**config.mk**
```make
export PLATFORM = sky130hd
export DESIGN_NAME = result_uart_streamer
export DESIGN_NICKNAME = d
export VERILOG_FILES = /design/src/rtl/result_uart_streamer_pkg.sv /design/src/rtl/result_uart_streamer_uart_tx_byte.sv /design/src/rtl/result_uart_streamer.sv
export SDC_FILE = /design/constraint.sdc
export NUM_CORES = 1
export LEC_CHECK = 0
export CORE_ASPECT_RATIO = 0.8
export CORE_UTILIZATION = 56
export CTS_CLUSTER_DIAMETER = 30
export DETAILED_ROUTE_END_ITERATION = 6
export PLACE_DENSITY_LB_ADDON = 0.25
export REMOVE_ABC_BUFFERS = 1
export SYNTH_ARGS = -nofsm -noshare
export SYNTH_HDL_FRONTEND = slang
export SYNTH_SLANG_ARGS = --single-unit
```
**constraint.sdc**
```tcl
create_clock -name CLK100MHZ -period 10.57 [get_ports CLK100MHZ]
set_input_delay 1.5855 -clock CLK100MHZ [delete_from_list [all_inputs] [get_ports CLK100MHZ]]
set_output_delay 1.5855 -clock CLK100MHZ [all_outputs]
set_load 0.02 [all_outputs]
```
**src/rtl/result_uart_streamer_pkg.sv**
```systemverilog
// Shared constants, state encodings and helpers for the result UART streamer.
package result_uart_streamer_pkg;

  localparam logic [7:0] ASCII_CR      = 8'h0D;
  localparam logic [7:0] ASCII_LF      = 8'h0A;
  localparam int         MSG_MAX_BYTES = 13;

  // Message-level sequencing: accept, present first byte, stream, finish.
  typedef enum logic [1:0] {
    MS_IDLE,
    MS_LOAD,
    MS_SEND,
    MS_FIN
  } msg_state_t;

  // Which byte source the message sequencer is currently offering.
  typedef enum logic [1:0] {
    PH_DATA,
    PH_CR,
    PH_LF,
    PH_END
  } phase_t;

  // Per-byte 8N1 framing.
  typedef enum logic [1:0] {
    F_IDLE,
    F_START,
    F_DATA,
    F_STOP
  } frame_state_t;

  // Debug view of every state machine in the block.
  typedef struct packed {
    msg_state_t   msg_state;
    phase_t       phase;
    frame_state_t frame_state;
  } dbg_state_t;

  // Clocks per bit period; truncating divide, never below one clock.
  function automatic int clks_per_bit(input int clk_hz, input int baud);
    int cpb;
    cpb = clk_hz / baud;
    return (cpb < 1) ? 1 : cpb;
  endfunction

endpackage

```
**src/rtl/result_uart_streamer_uart_tx_byte.sv**
```systemverilog
// Byte sender (uart_tx_byte): shifts one 8N1 frame onto txd, LSB first.
//
// Handshake: tx_valid/tx_data are offered by the producer and held until
// accepted; a byte is accepted on a clock edge where tx_valid && tx_ready.
// tx_ready is high while idle and in the last clock of the stop bit, so a
// byte offered back-to-back starts its start bit right after the stop bit.
module result_uart_streamer_uart_tx_byte
  import result_uart_streamer_pkg::*;
#(
  parameter int CLKS_PER_BIT = 10
) (
  input  logic         clk,
  input  logic         rst,
  input  logic         tx_valid,
  input  logic [7:0]   tx_data,
  output logic         tx_ready,
  output logic         txd,
  output frame_state_t frame_state
);

  localparam int            CW       = (CLKS_PER_BIT > 1) ? $clog2(CLKS_PER_BIT) : 1;
  localparam logic [CW-1:0] CNT_LAST = CW'(CLKS_PER_BIT - 1);

  frame_state_t  state_q, state_d;
  logic [CW-1:0] cnt_q, cnt_d;
  logic [2:0]    bit_q, bit_d;
  logic [7:0]    data_q, data_d;
  logic          bit_end;

  assign bit_end     = (cnt_q == CNT_LAST);
  assign frame_state = state_q;

  // Frame state, bit-period counter, bit index and held byte.
  always_ff @(posedge clk) begin
    if (rst) begin
      state_q <= F_IDLE;
      cnt_q   <= '0;
      bit_q   <= '0;
      data_q  <= '0;
    end else begin
      state_q <= state_d;
      cnt_q   <= cnt_d;
      bit_q   <= bit_d;
      data_q  <= data_d;
    end
  end

  // Next-state, line level and ready generation for one frame.
  always_comb begin
    state_d  = state_q;
    cnt_d    = cnt_q;
    bit_d    = bit_q;
    data_d   = data_q;
    tx_ready = 1'b0;
    txd      = 1'b1;
    if (state_q != F_IDLE) begin
      cnt_d = bit_end ? '0 : cnt_q + 1'b1;
    end
    case (state_q)
      F_IDLE: begin
        tx_ready = 1'b1;
        cnt_d    = '0;
        if (tx_valid) begin
          state_d = F_START;
          data_d  = tx_data;
        end
      end
      F_START: begin
        txd = 1'b0;
        if (bit_end) begin
          state_d = F_DATA;
          bit_d   = '0;
        end
      end
      F_DATA: begin
        txd = data_q[bit_q];
        if (bit_end) begin
          if (bit_q == 3'd7) begin
            state_d = F_STOP;
          end else begin
            bit_d = bit_q + 3'd1;
          end
        end
      end
      F_STOP: begin
        txd = 1'b1;
        if (bit_end) begin
          tx_ready = 1'b1;
          if (tx_valid) begin
            state_d = F_START;
            data_d  = tx_data;
          end else begin
            state_d = F_IDLE;
          end
        end
      end
      default: state_d = F_IDLE;
    endcase
  end

endmodule

```
**src/rtl/result_uart_streamer.sv**
```systemverilog
// Transmit half of the terminal UART link: latches a packed ASCII message and
// streams it highest byte first as 8N1 frames, optionally followed by CR LF.
module result_uart_streamer
  import result_uart_streamer_pkg::*;
#(
  parameter  int CLK_HZ      = 100_000_000,
  parameter  int BAUD        = 9600,
  parameter  int MAX_BYTES   = MSG_MAX_BYTES,
  parameter  int APPEND_CRLF = 1,
  localparam int LW          = $clog2(MAX_BYTES + 1)
) (
  input  logic                   CLK100MHZ,
  input  logic                   rst,
  input  logic [8*MAX_BYTES-1:0] msg_data,
  input  logic [LW-1:0]          msg_len,
  input  logic                   msg_start,
  output logic                   busy,
  output logic                   done,
  output logic                   dropped,
  output logic                   UART_TXD,
  output dbg_state_t             dbg_state
);

  localparam int            CPB     = clks_per_bit(CLK_HZ, BAUD);
  localparam logic [LW-1:0] LEN_MAX = LW'(MAX_BYTES);
  localparam bit            CRLF_EN = (APPEND_CRLF != 0);

  msg_state_t    state_q, state_d;
  phase_t        phase_q, phase_d;
  logic [LW-1:0] idx_q, idx_d;
  logic [7:0]    buf_q [MAX_BYTES];
  logic          dropped_q;
  logic          load_buf;

  logic [LW-1:0] len_c;
  phase_t        start_phase;
  logic [LW-1:0] start_idx;
  phase_t        adv_phase;
  logic [LW-1:0] adv_idx;

  logic          tx_valid;
  logic          tx_ready;
  logic [7:0]    tx_data;
  frame_state_t  frame_state;

  assign busy      = (state_q != MS_IDLE);
  assign done      = (state_q == MS_FIN);
  assign dropped   = dropped_q;
  assign dbg_state = '{msg_state: state_q, phase: phase_q, frame_state: frame_state};

  // Clamp the requested length and pick the first byte source of a message.
  always_comb begin
    len_c       = (msg_len > LEN_MAX) ? LEN_MAX : msg_len;
    start_idx   = '0;
    start_phase = CRLF_EN ? PH_CR : PH_END;
    if (len_c != '0) begin
      start_phase = PH_DATA;
      start_idx   = len_c - 1'b1;
    end
  end

  // Byte source following the one currently offered: payload counts down to
  // index 0 without wrapping, then CR, LF, end.
  always_comb begin
    adv_phase = phase_q;
    adv_idx   = idx_q;
    case (phase_q)
      PH_DATA: begin
        if (idx_q != '0) begin
          adv_idx = idx_q - 1'b1;
        end else begin
          adv_phase = CRLF_EN ? PH_CR : PH_END;
        end
      end
      PH_CR:   adv_phase = PH_LF;
      PH_LF:   adv_phase = PH_END;
      default: adv_phase = PH_END;
    endcase
  end

  // Byte offered to the frame sender for the current source.
  always_comb begin
    tx_data = 8'h00;
    case (phase_q)
      PH_DATA: begin
        for (int k = 0; k < MAX_BYTES; k++) begin
          if (idx_q == LW'(k)) begin
            tx_data = buf_q[k];
          end
        end
      end
      PH_CR:   tx_data = ASCII_CR;
      PH_LF:   tx_data = ASCII_LF;
      default: tx_data = 8'h00;
    endcase
  end

  // Message state machine: LOAD offers the first byte, SEND streams the rest
  // and waits for the final stop bit, FIN pulses done for one cycle.
  always_comb begin
    state_d  = state_q;
    phase_d  = phase_q;
    idx_d    = idx_q;
    load_buf = 1'b0;
    tx_valid = 1'b0;
    case (state_q)
      MS_IDLE: begin
        if (msg_start) begin
          state_d  = MS_LOAD;
          load_buf = 1'b1;
          phase_d  = start_phase;
          idx_d    = start_idx;
        end
      end
      MS_LOAD: begin
        if (phase_q == PH_END) begin
          state_d = MS_FIN;
        end else begin
          tx_valid = 1'b1;
          if (tx_ready) begin
            phase_d = adv_phase;
            idx_d   = adv_idx;
            state_d = MS_SEND;
          end
        end
      end
      MS_SEND: begin
        if (phase_q == PH_END) begin
          // tx_ready here marks the last clock of the final stop bit.
          if (tx_ready) begin
            state_d = MS_FIN;
          end
        end else begin
          tx_valid = 1'b1;
          if (tx_ready) begin
            phase_d = adv_phase;
            idx_d   = adv_idx;
          end
        end
      end
      MS_FIN:  state_d = MS_IDLE;
      default: state_d = MS_IDLE;
    endcase
  end

  // Message state, byte source and index registers.
  always_ff @(posedge CLK100MHZ) begin
    if (rst) begin
      state_q <= MS_IDLE;
      phase_q <= PH_END;
      idx_q   <= '0;
    end else begin
      state_q <= state_d;
      phase_q <= phase_d;
      idx_q   <= idx_d;
    end
  end

  // Message buffer is captured on accept; its contents need no reset.
  always_ff @(posedge CLK100MHZ) begin
    if (load_buf) begin
      for (int k = 0; k < MAX_BYTES; k++) begin
        buf_q[k] <= msg_data[8*k +: 8];
      end
    end
  end

  // A request that arrives while busy (including the done cycle) is refused.
  always_ff @(posedge CLK100MHZ) begin
    if (rst) begin
      dropped_q <= 1'b0;
    end else begin
      dropped_q <= msg_start && busy;
    end
  end

  result_uart_streamer_uart_tx_byte #(
    .CLKS_PER_BIT (CPB)
  ) u_tx_byte (
    .clk         (CLK100MHZ),
    .rst         (rst),
    .tx_valid    (tx_valid),
    .tx_data     (tx_data),
    .tx_ready    (tx_ready),
    .txd         (UART_TXD),
    .frame_state (frame_state)
  );

endmodule
```
# Yosys cells after proc, flatten, opt, wreduce, memory -nomap -nowiden
# Memory sizes are Yosys's and may differ from the RTL's.
# Cells that the tools add are included.
# totals
regBits	36
ramBits	104
inputBits	111
output_inout_bits	10
wordCells	134
n_memories	1
# op_classes
n_addsub	4
order_cmp	2
eq_ne	38
muxes	61
reduce_logical	20
# memory_table
name	words	word_bits	read_ports	rd_clocked_by_memory_dff	wr	line	source
buf_q	13	8	13	0	13	result_uart_streamer.sv:31	logic [7:0] buf_q [MAX_BYTES];
# ops
operator	count
two-way mux 8 bit	15
two-way mux 2 bit	14
two-way mux 4 bit	7
case mux 8 bit (3 select lines)	1
== test 4 bit, second input constant	5
== test 4 x 3 -> 1 bit, second input constant	4
case mux 2 bit (4 select lines)	2
case mux 8 bit (2 select lines)	1
adder 14 x 1 -> 14 bit, second input constant	1
== test 14 bit, second input constant	1
two-way mux 14 bit	1
!= test 2 x 1 -> 1 bit, second input constant	7
== test 2 bit, second input constant	6
!= test 2 bit, second input constant	6
two-way mux 1 bit	10
AND reduction 5 bit	2
nonzero test 2 bit	5
two-way mux 3 bit	3
== test 4 x 2 -> 1 bit, second input constant	2
case mux 2 bit (2 select lines)	2
case mux 4 bit (2 select lines)	1
AND reduction 4 bit	2
nonzero test 4 bit	2
subtractor 4 x 1 -> 4 bit, second input constant	2
16 further kinds	23

# Depth between registers and ports, before layout
# logic_depth
word_depth	18
ltp_mapped	11
mapped_depth_nobuf	8

# Cells and area by module
# Synthesis repeated with hierarchy kept, for this count alone.
# unflattened
hier_cells	592
area_unflattened_um2	6800.3
# by_module_without_submodules
mod	n_inst	cells_per_inst	area_per_inst_um2	seq_area_each_um2
result_uart_streamer	1	401	5118.7	3303.2
result_uart_streamer_uart_tx_byte	1	191	1681.6	540.5

# Least setup slack after synthesis
# OpenSTA, ideal clock, no wires.
# synth_timing
path_type	input to register
start	input port msg_start
end	register idx_q[2]
setup_ns	0.086
arrival_ns	4.973
required_time_ns	10.484
setup_slack_ns	5.511
stages	6
n_path_buf	0
cell_sequence	and2_1 > nand2_1 > a21oi_1 > a31o_2 > a311oi_1 > a211oi_1
# synth_between
elab_chain_cells	2
# synth_rtl
element	line	source
start, declared	result_uart_streamer.sv:16	input logic msg_start,
!= test 2 bit (no source line)	-	
AND reduction 6 bit (no source line)	-	
end signal, assigned	result_uart_streamer.sv:155	idx_q <= idx_d;
end, declared	result_uart_streamer.sv:30	logic [LW-1:0] idx_q, idx_d;
# No other way between the ends.
# A chain may end at the register's enable or synchronous reset.

# Final worst setup path
# layout_timing
start	register u_tx_byte.bit_q[0]
end	output port UART_TXD
# layout_between
elab_chain_cells	3
# layout_rtl
element	line	source
start, declared	result_uart_streamer_uart_tx_byte.sv:26	logic [2:0] bit_q, bit_d;
start signal, assigned	result_uart_streamer_uart_tx_byte.sv:43	bit_q <= bit_d;
binary-select mux 1 bit (select 3 bit)	result_uart_streamer_uart_tx_byte.sv:76	txd = data_q[bit_q];
two-way mux 1 bit (not written as such)	result_uart_streamer_uart_tx_byte.sv:76	
case mux 1 bit (2 select lines)	result_uart_streamer_uart_tx_byte.sv:59	case (state_q)
end, declared	result_uart_streamer.sv:20	output logic UART_TXD,
# No other way between the ends. The select of a mux whose other input is x is not followed.

==> impl_metrics.py <==
metrics = {
    "clock_network": {
        "clock_sinks": 140,
        "clk_pin_slew_ps": 60,
        "clockBufferDepth": 2,
        "cts_tree": "done",
        "htree_levels": 4,
        "cts_resized": 0,
        "cts_buffers": 17,
        "root_buffer": "clkbuf_16",
        "cts_setup_buffers": 0,
        "cts_hold_buffers": 0,
        "clk_latency_ps": 420,
    },
    "critical_path": {
        "timing.rr.end": "u_tx_byte.data_q[6]",
        "worstSetupStartpoint": "u_tx_byte.bit_q[0]",
        "startpoint_type": "flip-flop",
        "crit_end": "UART_TXD",
        "crit_path_end_kind": "primary output",
        "worst_ep_required_time_ps": 8980,
        "r2r_start": "idx_q[1]",
        "reg2reg_slack_ps": 7550,
        "r2r_cells": 9,
        "critPathKind": "flip-flop to primary output",
        "cp.arrival_ps": 2200,
        "crit_fanout": 5,
    },
    "timing": {
        "worstMarginPinSlew_ps": 1030,
        "fin_tns_setup_ps": 0,
        "slew_violations": 0,
        "max_freq_mhz": 264,
        "timing.hold.ws_ps": 471,
        "skew_ps": 5.88,
        "hold_viol": 0,
        "timing.final.ws_setup_ps": 6790,
        "rsz0062_at_grt": "false",
        "layout_min_cycle_time_ps": 3780,
        "fin_crit_sh_pct": 35.8,
        "relSlewSlack_pct": 30.8,
        "final-setup-viol-count": 0,
    },
    "hold_path": {
        "min-delay-path-class": "flip-flop to flip-flop",
        "min_from": "u_tx_byte.cnt_q[0]",
    },
    "routing": {
        "wl_per_cell_um": 20.5,
        "ant_nets": 0,
        "drt_wl_total_mm": 16.3,
        "viasPerCell": 6.28,
        "drt-pass1-iter-count": 7,
        "drc": 1,
        "drt_iter0_drc": 822,
        "vias": 4984,
    },
    "yosys": {
        "async_flop_share_pct": 0,
        "yosys.area.top_type": "edfxtp_1",
        "synth_flop_cell": "edfxtp_1",
        "synth-compound-area-share_pct": 17.2,
        "ys_seq_area_share_pct": 60.8,
        "synth_most_common_cell": "edfxtp_1",
        "ys_warn_count": 0,
        "ys_seq_elements": 140,
        "synth_xor_area_share_pct": 1.66,
        "synth-edff-count": 104,
        "synth_area_mm2": 0.00632,
        "synthSimpleGateAreaFrac_pct": 11.6,
        "synth_top_family_by_area": "compound AO/OA/AOI/OAI gates",
        "netlist_instances": 521,
        "yosys-top-cells-area": "edfxtp_1 49%, dfxtp_1 11%, ha_1 4.2%",
        "syn_avg_cell_area_um2": 12.1,
        "synth.distinct_cells": 68,
        "synth_fa_ha_area_share_pct": 4.15,
        "synth_commonest_cells": "104 x edfxtp_1, 42 x nor2_1, 36 x dfxtp_1",
        "synth_mux_area_share_pct": 1.68,
        "synth_top_area_share_pct": 49.4,
    },
    "placement": {
        "gp_congestion": 0.824,
        "hpwl_mm": 10.7,
        "dpl_worst_slack_ps": 6790,
        "place_inst": 762,
        "place.port_buffers": 120,
    },
    "die": {
        "die_y_um": 97.1,
        "die_w_um": 121,
        "die_area_mm2": 0.0117,
        "start_util_pct": 57.9,
        "num_rows": 34,
        "io_pins": 121,
        "core_mm2": 0.0109,
    },
    "global_routing": {
        "grt_pass1_vias": 4887,
        "grt_pass1_wl_mm": 25.8,
        "antenna_found_initial": 0,
        "grt_max_degree": 61,
        "grt_usage_pct": 29.4,
        "grt-ovfl-total": 0,
    },
    "run_status": {
        "violations": "design-rule violations",
        "outcome": "complete, but fails checks",
    },
    "cells_and_area": {
        "n_antenna_cell": 0,
        "stdcell_count": 794,
        "final_core_util_pct": 75.6,
        "syn2layout_area_growth_pct": 30.6,
        "nNetsFinal": 769,
        "final_layout_size_suffix_gt1_share_pct": 7.08,
    },
    "power_and_ir_drop": {
        "p_leak_nw": 2.90,
        "p_per_area_mw_per_mm2": 250,
        "peakVddDrop_mv": 0.174,
    },
    "run": {
        "maxCapViolations": 0,
    },
}
## state kept, by name (all words and copies together), names as in the netlist
signal                 cells
buf_q                    104
u_tx_byte.cnt_q           14
u_tx_byte.data_q           8
idx_q                      4
u_tx_byte.bit_q            3
phase_q                    2
state_q                    2
u_tx_byte.frame_state      2
dropped                    1
## per-layer routing
metal	GRT usage, %	routed length, um
met5	0	0
met1	39.1	6470
met2	45.1	7660
met4	10.9	322
met3	9.39	1840
## where the power goes
| part | total (mW) | switching [mW] | internal, mW |
|---|---|---|---|
| Sequential | 0.811 | 0.0699 | 0.741 |
| Combinational | 0.631 | 0.387 | 0.244 |
| Clock | 0.627 | 0.233 | 0.394 |
| Total | 2.07 | 0.690 | 1.38 |
## cells in the final DEF, fill, tap and decap left out, drive strengths merged, types with 7 or more instances in the layout
master / count
clkdlybuf4s50: 120
edfxtp: 104
nor2: 42
dfxtp: 36
a21oi: 31
o21ai: 23
nand2: 22
ha: 21
inv: 21
clkbuf: 17
a211oi: 11
o221ai: 10
a221oi: 10
nand3: 9
nor3: 9
nor2b: 9
nand3b: 9
a22oi: 9
xor2: 8
nand2b: 7
and3: 7
clkinv: 7
## kinds of logic (layout without fill, tap and decap cells)
logic type | Yosys count | after routing
xor+xnor | 12 | 12
mux | 8 | 8
fa+ha+maj | 21 | 21
simple gates | 138 | 138
flops | 140 | 140
buf+inv | 50 | 179
compound gates | 152 | 152
## how the worst min path moves through the flow
stage / to / slack (ps) / cells past startpoint
floorplan: u_tx_byte.cnt_q[0] / 410 / 1
global placement: u_tx_byte.cnt_q[0] / 420 / 1
detailed placement: u_tx_byte.data_q[6] / 450 / 2
CTS: u_tx_byte.cnt_q[0] / 470 / 1
global route: u_tx_byte.cnt_q[0] / 500 / 1
finish: u_tx_byte.cnt_q[0] / 470 / 1
## through the flow
step / area [um^2] / total power, mW
floorplan: 6220 / 1.20
detailed placement: 7640 / 1.42
finish: 8260 / 2.07
global route: 8260 / 2.16
CTS: 8260 / 2.06
global placement: 7640 / 1.40
## area by class of cell
type | count | area [um^2]
clock buffer | 17 | 425
clock inverter | 15 | 198
fill | 673 | 2670
inverter | 22 | 82.6
multi-input combinational | 331 | 2290
sequential | 140 | 3840
tap | 144 | 180
timing repair buffer | 125 | 1240
## worst max-delay path, stage by stage, from the launching register on
cell and delay [ps]:
dfxtp_1 440, mux4_2 530, mux2i_1 170, mux2i_1 90, clkdlybuf4s50_1 540
(Power assumes the default switching activity.)
